`src/rtl/matrix_mult_seq_ctrl.sv`:
```
// -----------------------------------------------------------------------------
// matrix_mult_seq_ctrl
//   Time-multiplexed N x N unsigned matrix multiplier computing C = A * B with a
//   single multiply-accumulate unit. An i/j/k loop FSM walks the result in
//   row-major order (k fastest) and retires one product term per clock.
//   Its flattened operand/result layout matches the combinational multiplier,
//   so callers can swap between the two.
//
// Ports
//   clk     in   1        rising-edge clock
//   rst     in   1        synchronous reset, active high, highest priority
//   start   in   1        request; accepted in IDLE, or on the edge ending DONE
//   A_flat  in   N*N*DW   A[i][j] at bits [(i*N+j)*DW +: DW]
//   B_flat  in   N*N*DW   B[i][j] at bits [(i*N+j)*DW +: DW]
//   busy    out  1        high while the MAC loop runs
//   done    out  1        one-cycle pulse; C_flat is complete
//   C_flat  out  N*N*AW   C[i][j] at bits [(i*N+j)*AW +: AW]
// -----------------------------------------------------------------------------
module matrix_mult_seq_ctrl #(
  parameter  int N  = 3,
  parameter  int DW = 8,
  localparam int AW = 2 * DW + $clog2(N)
) (
  input  logic              clk,
  input  logic              rst,
  input  logic              start,
  input  logic [N*N*DW-1:0] A_flat,
  input  logic [N*N*DW-1:0] B_flat,
  output logic              busy,
  output logic              done,
  output logic [N*N*AW-1:0] C_flat
);

  // Loop counters need at least one bit even when N == 1.
  localparam int            CW   = (N > 1) ? $clog2(N) : 1;
  localparam logic [CW-1:0] LAST = CW'(N - 1);

  typedef enum logic [1:0] {
    ST_IDLE = 2'd0,
    ST_RUN  = 2'd1,
    ST_DONE = 2'd2
  } state_e;

  state_e          state_q, state_d;
  logic [CW-1:0]   i_q, i_d;
  logic [CW-1:0]   j_q, j_d;
  logic [CW-1:0]   k_q, k_d;
  logic [AW-1:0]   acc_q, acc_d;
  logic            busy_q;
  logic            done_q;

  // Captured operands, so input changes after acceptance do not disturb a run.
  logic [DW-1:0]   a_q [N][N];
  logic [DW-1:0]   b_q [N][N];
  logic [AW-1:0]   c_q [N][N];

  logic            load_s;
  logic            c_we_s;
  logic [2*DW-1:0] prod_s;
  logic [AW-1:0]   sum_s;

  // Single MAC: the first term of each dot product ignores the stale accumulator.
  assign prod_s = (2*DW)'(a_q[i_q][k_q]) * (2*DW)'(b_q[k_q][j_q]);
  assign sum_s  = ((k_q == {CW{1'b0}}) ? {AW{1'b0}} : acc_q) + AW'(prod_s);

  // Next-state logic for the i/j/k loop sequencer.
  always_comb begin
    state_d = state_q;
    i_d     = i_q;
    j_d     = j_q;
    k_d     = k_q;
    acc_d   = acc_q;
    load_s  = 1'b0;
    c_we_s  = 1'b0;
    case (state_q)
      // DONE also accepts start so a held request restarts without an idle gap.
      ST_IDLE, ST_DONE: begin
        if (start) begin
          state_d = ST_RUN;
          load_s  = 1'b1;
          i_d     = {CW{1'b0}};
          j_d     = {CW{1'b0}};
          k_d     = {CW{1'b0}};
        end else begin
          state_d = ST_IDLE;
        end
      end
      ST_RUN: begin
        acc_d = sum_s;
        if (k_q == LAST) begin
          c_we_s = 1'b1;
          k_d    = {CW{1'b0}};
          if (j_q == LAST) begin
            j_d = {CW{1'b0}};
            if (i_q == LAST) begin
              i_d     = {CW{1'b0}};
              state_d = ST_DONE;
            end else begin
              i_d = i_q + CW'(1);
            end
          end else begin
            j_d = j_q + CW'(1);
          end
        end else begin
          k_d = k_q + CW'(1);
        end
      end
      default: begin
        state_d = ST_IDLE;
      end
    endcase
  end

  // Control state, loop counters, accumulator and registered handshake outputs.
  always_ff @(posedge clk) begin
    if (rst) begin
      state_q <= ST_IDLE;
      i_q     <= {CW{1'b0}};
      j_q     <= {CW{1'b0}};
      k_q     <= {CW{1'b0}};
      acc_q   <= {AW{1'b0}};
      busy_q  <= 1'b0;
      done_q  <= 1'b0;
    end else begin
      state_q <= state_d;
      i_q     <= i_d;
      j_q     <= j_d;
      k_q     <= k_d;
      acc_q   <= acc_d;
      busy_q  <= (state_d == ST_RUN);
      done_q  <= (state_d == ST_DONE);
    end
  end

  // Operand capture on the accepting edge.
  always_ff @(posedge clk) begin
    if (rst) begin
      for (int r = 0; r < N; r++) begin
        for (int c = 0; c < N; c++) begin
          a_q[r][c] <= {DW{1'b0}};
          b_q[r][c] <= {DW{1'b0}};
        end
      end
    end else if (load_s) begin
      for (int r = 0; r < N; r++) begin
        for (int c = 0; c < N; c++) begin
          a_q[r][c] <= A_flat[(r*N+c)*DW +: DW];
          b_q[r][c] <= B_flat[(r*N+c)*DW +: DW];
        end
      end
    end else begin
      a_q <= a_q;
      b_q <= b_q;
    end
  end

  // Result store: each element is written when its dot product completes.
  always_ff @(posedge clk) begin
    if (rst) begin
      for (int r = 0; r < N; r++) begin
        for (int c = 0; c < N; c++) begin
          c_q[r][c] <= {AW{1'b0}};
        end
      end
    end else if (c_we_s) begin
      c_q[i_q][j_q] <= sum_s;
    end else begin
      c_q <= c_q;
    end
  end

  // Flatten the result array onto the output bus.
  for (genvar gr = 0; gr < N; gr++) begin : g_row
    for (genvar gc = 0; gc < N; gc++) begin : g_col
      assign C_flat[(gr*N+gc)*AW +: AW] = c_q[gr][gc];
    end
  end

  assign busy = busy_q;
  assign done = done_q;

endmodule
```
`config.mk`:
```
export PLATFORM = sky130hd
export DESIGN_NAME = matrix_mult_seq_ctrl
export DESIGN_NICKNAME = d
export VERILOG_FILES = /design/src/rtl/matrix_mult_seq_ctrl.sv
export SDC_FILE = /design/constraint.sdc
export NUM_CORES = 1
export LEC_CHECK = 0
export BUFFER_PORTS_ARGS = -buffer_cell sky130_fd_sc_hd__buf_2
export CAP_MARGIN = 40
export CORE_MARGIN = 2
export CORE_UTILIZATION = 55
export CTS_CLUSTER_DIAMETER = 200
export DETAILED_ROUTE_END_ITERATION = 16
export GPL_TIMING_DRIVEN = 1
export PLACE_DENSITY = 0.8
export SLEW_MARGIN = 20
export SYNTH_ARGS = -nofsm -noshare
export SYNTH_HDL_FRONTEND = slang
export SYNTH_SLANG_ARGS = --single-unit
```
`constraint.sdc`:
```
create_clock -name clk -period 7.2 [get_ports clk]
set_clock_uncertainty 0.05 [all_clocks]
set_input_delay 1.44 -clock clk [delete_from_list [all_inputs] [get_ports clk]]
set_output_delay 1.44 -clock clk [all_outputs]
set_load 0.005 [all_outputs]
```
== After elaboration in Yosys (flattened, before gate mapping) ==
Index checks and enable logic that the tools add are counted.
Storage, ports and cells
  bits in registers: 334
  bits of input ports: 147
  output and inout bits: 164
  word-level logic and storage cells: 103
Cells by class
  add/sub/neg operators: 4
  multiply operators: 1
  order comparisons: 5
  eq/ne operators: 10
  multiplexer cells: 37
  bitwise logic cells: 3
  reductions and logical operators: 9
Operator list (number)
  $bwmux 162: 1
  $demux 54 s2: 1
  $bmux 24 s2: 2
  $mux 24: 4
  $mux 54: 1
  $demux 18 s2: 1
  $mux 18: 2
  $bmux 8 s2: 2
  $mux 8: 4
  $mux 2: 10
  $add 18x16->18: 1
  $mul 8x8->16: 1
  $pmux 2 s2: 4
  $eq 2x2->1 const B: 5
  $ge 3x3->1 const B: 3
  $not 2->3: 3
  $add 2x1->2 const B: 3
  $lt 3x1->1 const B: 2
  $ne 2x2->1 const B: 3
  $mux 1: 5
  $eq 2x1->1 const B: 2
  $logic_not 2->1: 2
  $reduce_and 4->1: 1
  $reduce_and 3->1: 1
  other kinds (4): 5

== Depth between registers and ports, before layout ==
  word-level depth: 10
  mapped depth: 26
  mapped depth without buffers: 23

== Worst setup path before layout ==
No wires, ideal clock.
  kind: flip-flop to flip-flop
  start: reg k_q[1]
  end: reg c_q (netlist bit C_flat[105])
  setup time: 131 ps
  data arrival time: 5489 ps
  data required time: 7019 ps
  path slack: 1530 ps
  cell stages (with the launch flop): 25
  path buffers: 3
  period minus slack after synthesis: 5670 ps
  cells stage by stage: dfxtp_1 buf_2 nor2b_1 buf_2 buf_1 nand2_1 o211ai_1 o21ai_0 o22ai_1 nand2_1 fa_1 inv_1 fa_1 inv_1 fa_1 fa_1 inv_1 ha_1 a21o_1 a311o_1 a21oi_1 nor2b_1 a311o_2 xnor2_4 o31ai_1
On the way
  longest elaborated chain between the ends: 10
  elaborated cells between the ends (all ways): 18
  classes of those cells: add/sub (1); mul (1); eq/ne (1); mux (13); bitwise (1); reduce/logical (1)
RTL lines
  start, declared: RTL line 47  | logic [CW-1:0] k_q, k_d;
  start signal, assigned: RTL line 120  | k_q <= {CW{1'b0}};
  start signal, assigned: RTL line 128  | k_q <= k_d;
  $not 2->3 (implied by the code): RTL line 63  | assign prod_s = (2*DW)'(a_q[i_q][k_q]) * (2*DW)'(b_q[k_q][j_q]);
  $bmux 24 s2: RTL line 63
  $mux 24 (implied by the code) (2 in a row): RTL line 63
  $bmux 8 s2: RTL line 63
  $mux 8 (implied by the code) (2 in a row): RTL line 63
  $mul 8x8->16: RTL line 63
  $add 18x16->18: RTL line 64  | assign sum_s = ((k_q == {CW{1'b0}}) ? {AW{1'b0}} : acc_q) + AW'(prod_s);
  $bwmux 162: RTL line 166  | c_q[i_q][j_q] <= sum_s;
  end signal, assigned by index: RTL line 162  | c_q[r][c] <= {AW{1'b0}};
  end signal, assigned by index: RTL line 166
  end signal, assigned: RTL line 168  | c_q <= c_q;
  end, declared: RTL line 55  | logic [AW-1:0] c_q [N][N];
Several ways; a longest one is shown, not always the timed one. The select of a mux whose other input is x is not followed.
A chain may end at the register's enable or synchronous reset.

== Final worst setup path ==
  start: reg i_q[0]
  end: reg acc_q[16]
On the way
  longest elaborated chain between the ends: 9
RTL lines
  start, declared: RTL line 45  | logic [CW-1:0] i_q, i_d;
  start signal, assigned: RTL line 118  | i_q <= {CW{1'b0}};
  start signal, assigned: RTL line 126  | i_q <= i_d;
  $not 2->3 (implied by the code): RTL line 63
  $bmux 24 s2: RTL line 63
  $mux 24 (implied by the code) (2 in a row): RTL line 63
  $bmux 8 s2: RTL line 63
  $mux 8 (implied by the code) (2 in a row): RTL line 63
  $mul 8x8->16: RTL line 63
  $add 18x16->18: RTL line 64
  end signal, assigned: RTL line 121  | acc_q <= {AW{1'b0}};
  end, declared: RTL line 48  | logic [AW-1:0] acc_q, acc_d;
Every way passes these cells. The select of a mux whose other input is x is not followed.

==> out/metrics.cfg <==
[yosys]
dominantRegCellSynth=dfxtp_1
ys_seq_elements=334
syn_avg_cell_area_um2=7.84
synth_edf_count=0
yosys_warnings=0
synth.top_cell.area_share_pct=42.1
synthMostInstantiatedCell=nand2_1
yosys.area.top_type=dfxtp_1
ys_seq_area_share_pct=42.1
synthesis.area_mm2=0.0159
synthTopCellsByArea=dfxtp_1 (42%), nand2_1 (14%), a21oi_1 (9.1%), fa_1 (6.3%), ha_1 (3.1%)
asyncSetResetFlopFracSynth_pct=0
synth_nets=2263
synth_cells=2026
synthDistinctLibCells=51
synthTopCellsByCount=nand2_1 (589), dfxtp_1 (334), a21oi_1 (290), nor2_1 (119), clkbuf_1 (110)

[route]
vias_per_cell=5.62
detail_route.first_pass.iterations=7
drt_wl_total_mm=47.5
drtIter0Drc=1290
antenna_left=0
remaining_drc_errors=0
num_vias=15100
wire_per_inst_um=17.7

[clock_network]
cts_hold_buf=0
path_clk_slew_ns=0.06
ctsResizeCount=0
htreeDepth=2
cts_tree=yes
numCtsBuffers=36
post_cts_buffers=0
clk_path_buf_depth=3
clockRootBuffer=clkbuf_16
clock_latency_ns=0.52
clock-sinks=334

[setup_path]
crit_path_frequent_cell=fa_1
path_delay_family=adder cells
crit_path_start_kind=register
critical_path.cell_chain=buf_4 > mux2i_1 > o21ai_0 > o21ai_0 > o21ai_0 > nand2_1 > fa_1 > inv_1 > fa_1 > inv_1 > fa_1 > fa_1 > inv_1 > ha_1 > a21o_1 > a21oi_1 > nand2_1 > a21o_1 > a211oi_1 > nor2_1 > a22o_1
cp.arrival_ns=6.90
critical_path.max_fanout=10
crit_path_top_delay_cell=dfxtp_1
worst-path-buf-inv=4
slowest_delay_ns=0.62
required_ns=7.56
worstSetupPathType=reg -> reg
end_kind=register

[sta]
whs_ns=0.396
max_freq_mhz=153
tightest_slew_ns=0.815
rsz0062_at_grt=false
hold_violations=0
max-slew-margin-rel_pct=44.1
min_period_over_period_pct=90.8
setup_viol=0
finalMaxSlewViolations=0
timing.final.ws_setup_ns=0.663
finalCriticalPeriod_ns=6.54
finalSetupTns_ns=0

[pwr]
p_comb_share_pct=13.9
powerDensity_mw_per_mm2=227
p_int_w=0.00311
p_clk_share_pct=40.8
seq_power_share_pct=45.3
leakagePower_nw=8.01
p_switching_w=0.00118
vdd_drop_max_v=0.000158
finalPower_w=0.00429
swShare_pct=27.4

[layout]
fin_nets=2514
regArea_mm2=0.00669
stdcell_area_mm2=0.0189
syn_to_final_growth_pct=18.9
final_layout_size_suffix_gt1_share_pct=18.7
multi_input_area_mm2=0.00830
fill_cells=2477

[placed_design]
port_buffers=310
place_congestion=0.905
place_area_mm2=0.0177
post-place-ws_ns=0.473
dp_hpwl_mm=33.8

[global_routing]
grt_max_degree=111
grt_pass1_wl_mm=74.9
antenna_found_initial=1
grt_pass1_vias=14500
gr-total-overflow=0
grt_usage_pct=30.7

[floorplanning]
std_cell_rows=62
start_util_pct=55.7
core_area_mm2=0.0285
ioPinCount=311
die_w_um=174
die_h_um=174
die_area_mm2=0.0303

[hold_path]
holdCritPathClass=reg -> reg

[status]
outcome=finished, final reports clean

[run]
cap_violations=0

==> power by group through the flow <==
| stage | sequential (W) | combinational (W) | clock (W) |
|---|---|---|---|
| 6_report | 0.00194 | 0.000596 | 0.00175 |
| 5_1_grt | 0.00195 | 0.000649 | 0.00184 |
| 4_1_cts | 0.00194 | 0.000586 | 0.00177 |
| 3_5_place_dp | 0.00198 | 0.000582 | 0 |
| 3_3_place_gp | 0.00198 | 0.000563 | 0 |
| 2_1_floorplan | 0.00197 | 0.000360 | 0 |
==> per-stage QoR <==
stage | instances | util, %
CTS | 2681 | 66.0
global placement | 2615 | 61.9
detailed placement | 2618 | 62.1
finish | 2687 | 66.2
floorplan | 2026 | -
global route | 2687 | 66.2
==> logic make-up (layout without fill, tap and decap cells) <==
group	Yosys count	after routing	synth area share, %
buffers and inverters	235	511	5.84
adders and majority gates	90	90	9.45
other	0	1	0
xor gates and xnor gates	8	8	0.559
DFF	334	334	42.1
muxes	50	50	3.18
and+or+nand+nor	849	849	22.3
AOI/OAI and AO/OA	460	460	16.6
==> metal layers <==
layer,vias to the layer above,global-route usage (%),part of all wire [%]
met5,-,0,0
met4,0,14.2,4.6
met3,136,4.83,7.9
met2,681,50.3,47
met1,7104,40.2,41
li1,7188,-,-
==> cell usage in the layout, fill, tap and decap left out, drive strengths merged, types with 11 or more instances in the layout <==
master,instances
nand2,589
buf,359
dfxtp,334
a21oi,290
nor2,121
inv,90
o21ai,56
clkbuf,53
fa,50
mux2i,46
ha,40
nand3b,30
nand3,29
nand2b,19
a211oi,17
nor2b,17
and2,16
o211ai,13
o31ai,13
a31oi,12
o311ai,11
==> tightest hold or removal path, delay by kind of cell, from the launching register on <==
| kind | cells | cell delay [ns] |
|---|---|---|
| and+or+nand+nor | 2 | 0.10 |
| DFF | 1 | 0.32 |
==> state kept, by name, indices dropped and copies added, names as in the netlist <==
| signal | count |
|---|---|
| i_q | 2 |
| state_q | 2 |
| acc_q | 18 |
| C_flat | 162 |
| b_q | 72 |
| a_q | 72 |
| busy | 1 |
| done | 1 |
| j_q | 2 |
| k_q | 2 |
==> final cells by class <==
| class | count | share of cell area [%] |
|---|---|---|
| timing repair buffer | 359 | 10.6 |
| multi-input combinational | 1457 | 43.9 |
| sequential | 334 | 35.4 |
| tap | 384 | 2.54 |
| antenna | 1 | 0.0132 |
| clock inverter | 10 | 0.490 |
| inverter | 89 | 1.77 |
| clock buffer | 53 | 5.32 |
==> path summary, 6_finish.rpt <==
kind | startpoint | to | slack, ns | depth (start not counted)
worst max register to register | i_q[0] | acc_q[16] | 0.66 | 21
worst min register to register | C_flat[49] | C_flat[49] | 0.40 | 2
worst max-delay path | i_q[0] | acc_q[16] | 0.66 | 21
worst min-delay path | C_flat[49] | C_flat[49] | 0.40 | 2
No activity file was read; power rests on OpenSTA's default activity.
